==> src/rtl/if_id_stage_if.sv <==
// rtl/if_id_stage_if.sv - fetch/hazard/decode signal bundle for the IF/ID stage
interface if_id_stage_if #(
  parameter int CNT_W = 16
);
  logic [31:0]      instruction;
  logic [31:0]      next_pc;
  logic             branch_taken;
  logic             jump;
  logic             id_ex_mem_read;
  logic [4:0]       id_ex_rt;

  logic             pc_write;
  logic             id_ex_bubble;
  logic             ifid_valid;
  logic [31:0]      ifid_instruction;
  logic [31:0]      ifid_next_pc;
  logic [5:0]       opcode;
  logic [4:0]       rs;
  logic [4:0]       rt;
  logic [4:0]       rd;
  logic [5:0]       funct;
  logic [31:0]      imm_sext;
  logic [31:0]      jump_address;
  logic [CNT_W-1:0] stall_count;
  logic [CNT_W-1:0] flush_count;

  modport master (
    output instruction, next_pc, branch_taken, jump, id_ex_mem_read, id_ex_rt,
    input  pc_write, id_ex_bubble, ifid_valid, ifid_instruction, ifid_next_pc,
           opcode, rs, rt, rd, funct, imm_sext, jump_address, stall_count, flush_count
  );

  modport slave (
    input  instruction, next_pc, branch_taken, jump, id_ex_mem_read, id_ex_rt,
    output pc_write, id_ex_bubble, ifid_valid, ifid_instruction, ifid_next_pc,
           opcode, rs, rt, rd, funct, imm_sext, jump_address, stall_count, flush_count
  );
endinterface

==> src/rtl/if_id_stage.sv <==
// rtl/if_id_stage.sv - IF/ID pipeline register with load-use stall and branch/jump flush
module if_id_stage #(
  parameter int          CNT_W     = 16,
  parameter logic [31:0] NOP_INSTR = 32'h0000_0000
) (
  input  logic         clk,
  input  logic         rst,
  if_id_stage_if.slave bus
);
  logic [31:0]      instr_q, instr_d;
  logic [31:0]      npc_q, npc_d;
  logic             valid_q, valid_d;
  logic [CNT_W-1:0] stall_q, stall_d;
  logic [CNT_W-1:0] flush_q, flush_d;

  logic [5:0]  opcode;
  logic [4:0]  rs;
  logic [4:0]  rt;
  logic        uses_rt;
  logic        rs_match;
  logic        rt_match;
  logic        hazard;
  logic        flush;

  assign opcode = instr_q[31:26];
  assign rs     = instr_q[25:21];
  assign rt     = instr_q[20:16];

  // Only R-type, beq, bne and sw actually read rt as a source operand.
  always_comb begin
    uses_rt = 1'b0;
    case (opcode)
      6'h00, 6'h04, 6'h05, 6'h2B: uses_rt = 1'b1;
      default:                    uses_rt = 1'b0;
    endcase
  end

  assign rs_match = (bus.id_ex_rt == rs);
  assign rt_match = uses_rt && (bus.id_ex_rt == rt);
  assign hazard   = valid_q && bus.id_ex_mem_read && (bus.id_ex_rt != 5'd0)
                    && (rs_match || rt_match);
  // A dependent branch is not trusted, so the stall suppresses the flush.
  assign flush    = (bus.branch_taken || bus.jump) && !hazard;

  always_comb begin
    instr_d = instr_q;
    npc_d   = npc_q;
    valid_d = valid_q;
    if (hazard) begin
      instr_d = instr_q;
      npc_d   = npc_q;
      valid_d = valid_q;
    end else if (flush) begin
      instr_d = NOP_INSTR;
      npc_d   = bus.next_pc;
      valid_d = 1'b0;
    end else begin
      instr_d = bus.instruction;
      npc_d   = bus.next_pc;
      valid_d = 1'b1;
    end
  end

  always_comb begin
    stall_d = stall_q;
    flush_d = flush_q;
    if (hazard && (stall_q != {CNT_W{1'b1}})) begin
      stall_d = stall_q + 1'b1;
    end
    if (flush && (flush_q != {CNT_W{1'b1}})) begin
      flush_d = flush_q + 1'b1;
    end
  end

  always_ff @(posedge clk or negedge rst) begin
    if (!rst) begin
      instr_q <= NOP_INSTR;
      npc_q   <= 32'h0000_0000;
      valid_q <= 1'b0;
      stall_q <= '0;
      flush_q <= '0;
    end else begin
      instr_q <= instr_d;
      npc_q   <= npc_d;
      valid_q <= valid_d;
      stall_q <= stall_d;
      flush_q <= flush_d;
    end
  end

  assign bus.pc_write         = !hazard;
  assign bus.id_ex_bubble     = hazard;
  assign bus.ifid_valid       = valid_q;
  assign bus.ifid_instruction = instr_q;
  assign bus.ifid_next_pc     = npc_q;
  assign bus.opcode           = opcode;
  assign bus.rs               = rs;
  assign bus.rt               = rt;
  assign bus.rd               = instr_q[15:11];
  assign bus.funct            = instr_q[5:0];
  assign bus.imm_sext         = {{16{instr_q[15]}}, instr_q[15:0]};
  assign bus.jump_address     = {npc_q[31:28], instr_q[25:0], 2'b00};
  assign bus.stall_count      = stall_q;
  assign bus.flush_count      = flush_q;
endmodule

==> src/flat_wrapper.sv <==
// flat-port wrapper written by rule: the top's interface ports become plain ports
module if_id_stage_flat 
#(
  parameter int          CNT_W     = 16,
  parameter logic [31:0] NOP_INSTR = 32'h0000_0000
)
  (clk, rst, bus_instruction, bus_next_pc, bus_branch_taken, bus_jump, bus_id_ex_mem_read, bus_id_ex_rt, bus_pc_write, bus_id_ex_bubble, bus_ifid_valid, bus_ifid_instruction, bus_ifid_next_pc, bus_opcode, bus_rs, bus_rt, bus_rd, bus_funct, bus_imm_sext, bus_jump_address, bus_stall_count, bus_flush_count);
  if_id_stage_if #(.CNT_W(CNT_W)) bus_i ();
  input  logic clk;
  input  logic rst;
  input wire logic [$bits(bus_i.instruction)-1:0] bus_instruction;
  input wire logic [$bits(bus_i.next_pc)-1:0] bus_next_pc;
  input wire logic [$bits(bus_i.branch_taken)-1:0] bus_branch_taken;
  input wire logic [$bits(bus_i.jump)-1:0] bus_jump;
  input wire logic [$bits(bus_i.id_ex_mem_read)-1:0] bus_id_ex_mem_read;
  input wire logic [$bits(bus_i.id_ex_rt)-1:0] bus_id_ex_rt;
  output wire logic [$bits(bus_i.pc_write)-1:0] bus_pc_write;
  output wire logic [$bits(bus_i.id_ex_bubble)-1:0] bus_id_ex_bubble;
  output wire logic [$bits(bus_i.ifid_valid)-1:0] bus_ifid_valid;
  output wire logic [$bits(bus_i.ifid_instruction)-1:0] bus_ifid_instruction;
  output wire logic [$bits(bus_i.ifid_next_pc)-1:0] bus_ifid_next_pc;
  output wire logic [$bits(bus_i.opcode)-1:0] bus_opcode;
  output wire logic [$bits(bus_i.rs)-1:0] bus_rs;
  output wire logic [$bits(bus_i.rt)-1:0] bus_rt;
  output wire logic [$bits(bus_i.rd)-1:0] bus_rd;
  output wire logic [$bits(bus_i.funct)-1:0] bus_funct;
  output wire logic [$bits(bus_i.imm_sext)-1:0] bus_imm_sext;
  output wire logic [$bits(bus_i.jump_address)-1:0] bus_jump_address;
  output wire logic [$bits(bus_i.stall_count)-1:0] bus_stall_count;
  output wire logic [$bits(bus_i.flush_count)-1:0] bus_flush_count;
  assign bus_i.instruction = bus_instruction;
  assign bus_i.next_pc = bus_next_pc;
  assign bus_i.branch_taken = bus_branch_taken;
  assign bus_i.jump = bus_jump;
  assign bus_i.id_ex_mem_read = bus_id_ex_mem_read;
  assign bus_i.id_ex_rt = bus_id_ex_rt;
  assign bus_pc_write = bus_i.pc_write;
  assign bus_id_ex_bubble = bus_i.id_ex_bubble;
  assign bus_ifid_valid = bus_i.ifid_valid;
  assign bus_ifid_instruction = bus_i.ifid_instruction;
  assign bus_ifid_next_pc = bus_i.ifid_next_pc;
  assign bus_opcode = bus_i.opcode;
  assign bus_rs = bus_i.rs;
  assign bus_rt = bus_i.rt;
  assign bus_rd = bus_i.rd;
  assign bus_funct = bus_i.funct;
  assign bus_imm_sext = bus_i.imm_sext;
  assign bus_jump_address = bus_i.jump_address;
  assign bus_stall_count = bus_i.stall_count;
  assign bus_flush_count = bus_i.flush_count;
  if_id_stage #(.CNT_W(CNT_W), .NOP_INSTR(NOP_INSTR)) u_core (.clk(clk), .rst(rst), .bus(bus_i));
endmodule
==> config.mk <==
export PLATFORM = sky130hd
export DESIGN_NAME = if_id_stage_flat
export DESIGN_NICKNAME = d
export VERILOG_FILES = /design/src/rtl/if_id_stage_if.sv /design/src/rtl/if_id_stage.sv /design/src/flat_wrapper.sv
export SDC_FILE = /design/constraint.sdc
export NUM_CORES = 1
export LEC_CHECK = 0
export CAP_MARGIN = 20
export CORE_MARGIN = 4
export CORE_UTILIZATION = 40
export CTS_CLUSTER_SIZE = 8
export DETAILED_ROUTE_END_ITERATION = 6
export PLACE_DENSITY = 0.81
export SETUP_SLACK_MARGIN = 0.15
export SLEW_MARGIN = 10
export SYNTH_ARGS = -nofsm -noshare
export SYNTH_HDL_FRONTEND = slang
export SYNTH_SLANG_ARGS = --single-unit
==> constraint.sdc <==
create_clock -name clk -period 2.95 [get_ports clk]
set_input_delay 0.59 -clock clk [delete_from_list [all_inputs] [get_ports clk]]
set_output_delay 0.59 -clock clk [all_outputs]
set_load 0.03 [all_outputs]
==> results of run 1 <==
## cell type report
cell class | count | area [sq um] | share of cell area, %
Timing Repair Buffer | 275 | 2748 | 36.36
Sequential cell | 97 | 2427 | 32.12
Multi-Input combinational cell | 339 | 1817 | 24.04
Clock buffer | 10 | 229.0 | 3.030
Tap cell | 168 | 210.2 | 2.782
Clock inverter | 6 | 113.9 | 1.507
Inverter | 3 | 11.26 | 0.1490
## worst max-delay path by stage
stage | end | slack (ns) | cells past startpoint
2_1_floorplan | bus_pc_write | 0.22 | 5
3_3_place_gp | bus_pc_write | 0.02 | 7
3_5_place_dp | bus_pc_write | -0.02 | 7
4_1_cts | bus_pc_write | 0.21 | 6
6_report | bus_pc_write | 0.24 | 8
5_1_grt | bus_pc_write | 0.16 | 8
## flip-flops by register name, indices dropped and copies added, names as in the netlist
signal,count
u_core.bus.ifid_valid,1
u_core.bus.ifid_next_pc,32
u_core.bus.ifid_instruction,32
u_core.bus.flush_count,16
u_core.bus.stall_count,16
## layer usage
layer / vias up / GRT usage [%] / wire length, microns
li1: 2048 / - / -
met1: 2118 / 24.25 / 5616
met2: 205 / 36.64 / 7863
met3: 26 / 4.901 / 1214
met4: 0 / 7.946 / 324
met5: - / 0 / 0
## cell families after synthesis
family          count (synthesis)  synth area share [%]
compound gates                  7                 1.147
fa+ha+maj                       2                0.4987
mux                             4                0.8728
xor+xnor                       38                 6.783
flops                          97                 48.38
other cells                     1               0.07474
simple gates                  286                 26.33
buf+inv                       114                 15.91
## critical path, delay by kind of cell
kind / cells / cell delay, ns
simple gates: 2 / 0.35
compound gates: 1 / 0.22
buf+inv: 4 / 0.79
xor+xnor: 1 / 0.16
## placed cells by master (no fill, tap or decap), types with 3 or more instances in the layout
master           netlist  routed
xnor2_1               14      14
nor4_1                 6       6
clkdlybuf4s50_1        0     255
nor2_1                10       9
dlygate4sd2_1          0       3
dfrtp_1               97      97
buf_4                 92      13
clkbuf_16              0       9
nand2_1              176     175
nor3_1                 8       7
inv_1                  3       3
nand3_1               44      44
and3_1                10      10
bufinv_16              0       3
xor2_1                23      23
buf_12                 0       3
nand4_1               13      13
## stage by stage
step / instance area [sq um] / utilization [%]
floorplan: 5021 / -
global placement: 7182 / 59.05
detailed placement: 7182 / 59.05
CTS: 7543 / 62.03
global route: 7556 / 62.13
finish: 7556 / 62.13
## repair_timing
action                                  CTS  global route
endpoints found under the setup margin    2             2
gates cloned                              0             0
resized for setup                         6             1
setup buffers                             1             1
endpoints found under the hold margin     0             0
pin swaps                                 2             2
## where the power goes
group	total [uW]	switching [uW]	internal [uW]
logic	994	553	441
clock network	1360	525	833
registers	1570	128	1440
## cells in the mapped netlist (6+ instances only)
| library cell | number |
|---|---|
| and3_1 | 10 |
| buf_2 | 8 |
| buf_4 | 92 |
| clkbuf_1 | 6 |
| dfrtp_1 | 97 |
| nand2_1 | 176 |
| nand3_1 | 44 |
| nand4_1 | 13 |
| nor2_1 | 10 |
| nor3_1 | 8 |
| nor4_1 | 6 |
| xnor2_1 | 14 |
| xor2_1 | 23 |
==> metrics.csv, run 1 <==
stage,metric,value,unit
clock_network,cts_tree,yes,
pwr,power.total,3917,uW
sta,layout_setup_ws,0.2428,ns
floorplan,die_y,120.0,microns
critical_path,reg2reg_slack,0.58,ns
detailed_routing,ant_nets,0,
critical_path,endpoint_kind,output pin,
critical_path,cp_cell_sequence,clkdlybuf4s50_1 -> buf_4 -> xnor2_1 -> nand4_1 -> nand3b_1 -> o21ai_4 -> inv_1 -> buf_6,
detailed_routing,drc,0,
yosys,yosysWarnings,0,
critical_path,slowest_stage,clkdlybuf4s50_1,
sta,period_minus_slack,2.707,ns
sta,rsz0062_at_grt,no,
critical_path,crit_required,2.36,ns
placed_design,port_buffers,261,
yosys,synthFlopType,dfrtp_1,
floorplan,initial_utilization,41.26,%
yosys,synth_area_leaders,"dfrtp_1 48%, buf_4 14%, nand2_1 13%",
grt,grt_pass1_wl,23.74,mm
yosys,synth_edf_count,0,
outcome,outcome,finished clean,
detailed_routing,first_pass_iters,4,
clock_network,clock_sinks,97,
yosys,synth_top_area_cell,dfrtp_1,
critical_path,rr_startpoint,u_core.bus.ifid_instruction[27],
yosys,yosysTopAreaCellShare,48.38,%
placed_design,place_ws,-0.01966,ns
grt,antenna_found_initial,0,
layout,fin_nets,801,
clock_network,cts_max_level,3,
clock_network,cts_root_buf,clkbuf_16,
floorplan,core,12160,sq um
yosys,syn_inst,549,
sta,period_share,91.77,%
critical_path,startpoint,bus_id_ex_rt[2],
pwr,power_density,518.4,nW/um^2
detailed_routing,vias,4397,
yosys,ys_seq_area_share,48.38,%
yosys,synth.avg_cell_area,9.139,sq um
floorplan,dieWidth,120.0,microns
job,maxCapViolations,0,
min_path,hp-class,in2async,
grt,track_usage,20.72,%
layout,diodes,0,
critical_path,path_class,in2out,
floorplan,io_pins,264,
yosys,syn_area,5017,sq um
clock_network,cts_buffer_depth,2,
grt,grt_pass1_vias,4418,
sta,maxSlewViolCount,0,
sta,hold_viol_final,0,
detailed_routing,dr.first_iter.drc_count,260,
clock_network,numCtsBuffers,9,
pwr,peakVddDrop,426.5,uV
critical_path,reg2reg_depth,6,
yosys,async_flop_share,100.0,%
yosys,synthDistinctLibCells,43,
pwr,p_leak,0.003437,uW
sta,fin_skew,0.009851,ns
floorplan,num_rows,40,
sta,whs,0.2532,ns
detailed_routing,wl,15.02,mm
critical_path,cp_max_fo,3,
layout,fin_cells,898,
layout,final_layout_size_suffix_gt1_share,6.986,%
yosys,synth-seq-cells,97,
sta,fmax,369.4,MHz
placed_design,gp_congestion,0.8772,
floorplan,dieArea,14400,sq um
placed_design,dpl.hpwl,11.21,mm
layout,area_growth,50.60,%
critical_path,r2r_end,u_core.bus.stall_count[3],
sta,finalSetupTns,0,ns
detailed_routing,routed_via_density,4.896,
grt,grt_max_degree,55,
placed_design,dpl.cell_count,880,
detailed_routing,wire_per_inst,16.72,microns
critical_path,cp-start-kind,input port,
sta,worst_pin_slew,0.6097,ns
clock_network,hold_buffers,0,
critical_path,cpPeakStageDelay,0.43,ns
critical_path,arrival,2.12,ns
grt,grt-ovfl-total,0,
clock_network,clock_latency,0.35,ns
clock_network,clkTransAtPathRegs,0.07,ns
layout,fillers,1013,
sta,slew_headroom,59.35,%
sta,finalSetupViolCount,0,
(Power assumes the default switching activity.)
==> run 2, diff against run 1 <==
- SLEW_MARGIN: 10 -> not set
==> results of run 2 <==
The final DEF is identical to that of run 1; final timing and power are the same.
==> run 3, diff against run 2 <==
--- a/config.mk
+++ b/config.mk
@@ -11,6 +11,6 @@
 export CTS_CLUSTER_SIZE = 8
 export DETAILED_ROUTE_END_ITERATION = 6
-export PLACE_DENSITY = 0.81
-export SETUP_SLACK_MARGIN = 0.15
+export PLACE_DENSITY = 0.78
+export SETUP_SLACK_MARGIN = 0.5
 export SYNTH_ARGS = -nofsm -noshare
 export SYNTH_HDL_FRONTEND = slang
==> constraint.sdc (replaced) <==
create_clock -name clk -period 2.95 [get_ports clk]
set_input_delay 0.59 -clock clk [delete_from_list [all_inputs] [get_ports clk]]
set_output_delay 0.59 -clock clk [all_outputs]
set_load 0.005 [all_outputs]
==> metrics.csv, run 3 (synthesized netlist as in run 1, its figures left out) <==
stage,metric,value,unit
sta,maxSlewViolCount,0,
min_path,hp-class,in2async,
sta,slew_headroom,57.06,%
pwr,peakVddDrop,281.6,uV
detailed_routing,vias,4326,
layout,multiInputGateArea,1839,sq um
sta,hold_viol_final,0,
layout,final_cell_mix,"253 x clkdlybuf4s50_1, 175 x nand2_1, 97 x dfrtp_1",
placed_design,gp_congestion,0.8530,
pwr,power_density,444.1,nW/um^2
floorplan,core,12160,sq um
grt,antenna_found_initial,1,
critical_path,cpPeakStageDelay,0.40,ns
critical_path,crit_required,2.36,ns
placed_design,port_buffers,261,
critical_path,endpoint_kind,output pin,
pwr,power.total,3396,uW
grt,grt_pass1_wl,23.56,mm
sta,layout_setup_ws,0.5129,ns
sta,period_minus_slack,2.437,ns
sta,worst_pin_slew,0.6382,ns
clock_network,cts_buffer_depth,2,
critical_path,arrival,1.85,ns
critical_path,slowest_stage,or3_4,
clock_network,clkTransAtPathRegs,0.07,ns
critical_path,reg2reg_slack,0.62,ns
layout,area_growth,52.42,%
clock_network,numCtsBuffers,9,
clock_network,clock_latency,0.34,ns
detailed_routing,dr.first_iter.drc_count,211,
detailed_routing,ant_nets,0,
detailed_routing,first_pass_iters,4,
sta,fmax,410.3,MHz
grt,grt_max_degree,98,
detailed_routing,routed_via_density,4.738,
sta,period_share,82.61,%
layout,final_layout_size_suffix_gt1_share,9.543,%
sta,rsz0062_at_grt,yes,
outcome,outcome,finished clean,
layout,fillers,1000,
detailed_routing,drc,0,
critical_path,path_class,reg2out,
clock_network,clock_sinks,97,
detailed_routing,wire_per_inst,16.80,microns
clock_network,cts_root_buf,clkbuf_16,
layout,ff_latch_area,2427,sq um
clock_network,cts_tree,yes,
floorplan,dieArea,14400,sq um
floorplan,io_pins,264,
grt,grt_pass1_vias,4363,
job,maxCapViolations,0,
layout,fin_nets,816,
grt,track_usage,20.37,%
critical_path,cp_cell_sequence,or3_4 -> mux2i_4 -> nand3b_1 -> o21ai_4 -> inv_1 -> buf_2,
floorplan,dieWidth,120.0,microns
placed_design,dpl.hpwl,11.22,mm
floorplan,num_rows,40,
layout,final_common_cell,clkdlybuf4s50_1,
pwr,p_leak,0.003501,uW
detailed_routing,wl,15.34,mm
critical_path,cp-start-kind,flop,
clock_network,cts_max_level,3,
grt,grt-ovfl-total,0,
sta,finalSetupViolCount,0,
critical_path,cp_max_fo,3,
sta,fin_skew,0.01135,ns
floorplan,initial_utilization,41.26,%
placed_design,place_ws,-0.2521,ns
floorplan,die_y,120.0,microns
[run 3: cell types whose count changed in the layout (fill, tap and decap cells not counted), sizes merged, moves of 2 or more]
cell           delta
buf              +16
clkbuf            +4
bufinv            -3
clkdlybuf4s50     -2
clkinv            +2
clkinvlp          -2
dlygate4sd2       -2
[run 3: routing by layer]
| metal | GRT usage [%] | wire (microns) | vias to the layer above |
|---|---|---|---|
| li1 | - | - | 2078 |
| met1 | 24.07 | 6059 | 2049 |
| met2 | 35.90 | 7861 | 170 |
| met3 | 4.713 | 1008 | 29 |
| met4 | 7.659 | 408 | 0 |
| met5 | 0 | 0 | - |
[run 3: area by class of cell]
class                   count  share of cell area, %
repair buffers            290                  37.50
clock buffers              12                  3.485
well taps                 168                  2.749
clock inverters             3                 0.2945
flip-flops and latches     97                  31.74
inverters                   3                 0.1473
diodes                      1                0.03272
multi-input cells         339                  24.05
[run 3: timing repair]
item,in CTS,in global routing
setup endpoints to repair,75,69
resized for setup,26,4
pin swaps,5,4
hold buffers,0,0
buffers inserted,3,3
gates cloned,0,1
[run 3: final timing paths]
path,start,end,cells after the start
hold reg to reg,u_core.bus.ifid_next_pc[24],u_core.bus.ifid_next_pc[24],2
setup / recovery,u_core.bus.ifid_instruction[27],bus_pc_write,6
min in group clk,u_core.bus.ifid_next_pc[24],u_core.bus.ifid_next_pc[24],2
hold / removal,rst,u_core.bus.ifid_next_pc[20],2
max in group asynchronous,rst,u_core.bus.ifid_instruction[13],2
setup reg to reg,u_core.bus.ifid_instruction[27],u_core.bus.stall_count[11],8
[run 3: report_power, final]
part / internal (uW) / switching, uW / total [uW]
clock: 640 / 492 / 1130
sequential: 1440 / 127 / 1560
combinational: 452 / 247 / 699
total: 2530 / 866 / 3400
[run 3: metrics by stage]
stage	utilization [%]	cells	setup TNS (ns)	hold slack, ns	instance area [sq um]
after floorplan	-	550	0	0.2944	5021
after global placement	59.65	890	-0.3785	0.4589	7254
after detailed placement	59.65	890	-0.6987	0.4619	7254
after CTS	62.30	908	0	0.3230	7577
after global routing	62.88	913	0	0.3419	7647
final	62.88	913	0	0.3027	7647
[run 3: worst max-delay path, delay by kind of cell, from the launching register on]
kind                   cells  cell delay [ns]
AO/OA/AOI/OAI              1             0.19
buffers and inverters      2             0.18
flip-flops                 1             0.38
multiplexers               1             0.19
AND/OR/NAND/NOR            2             0.57
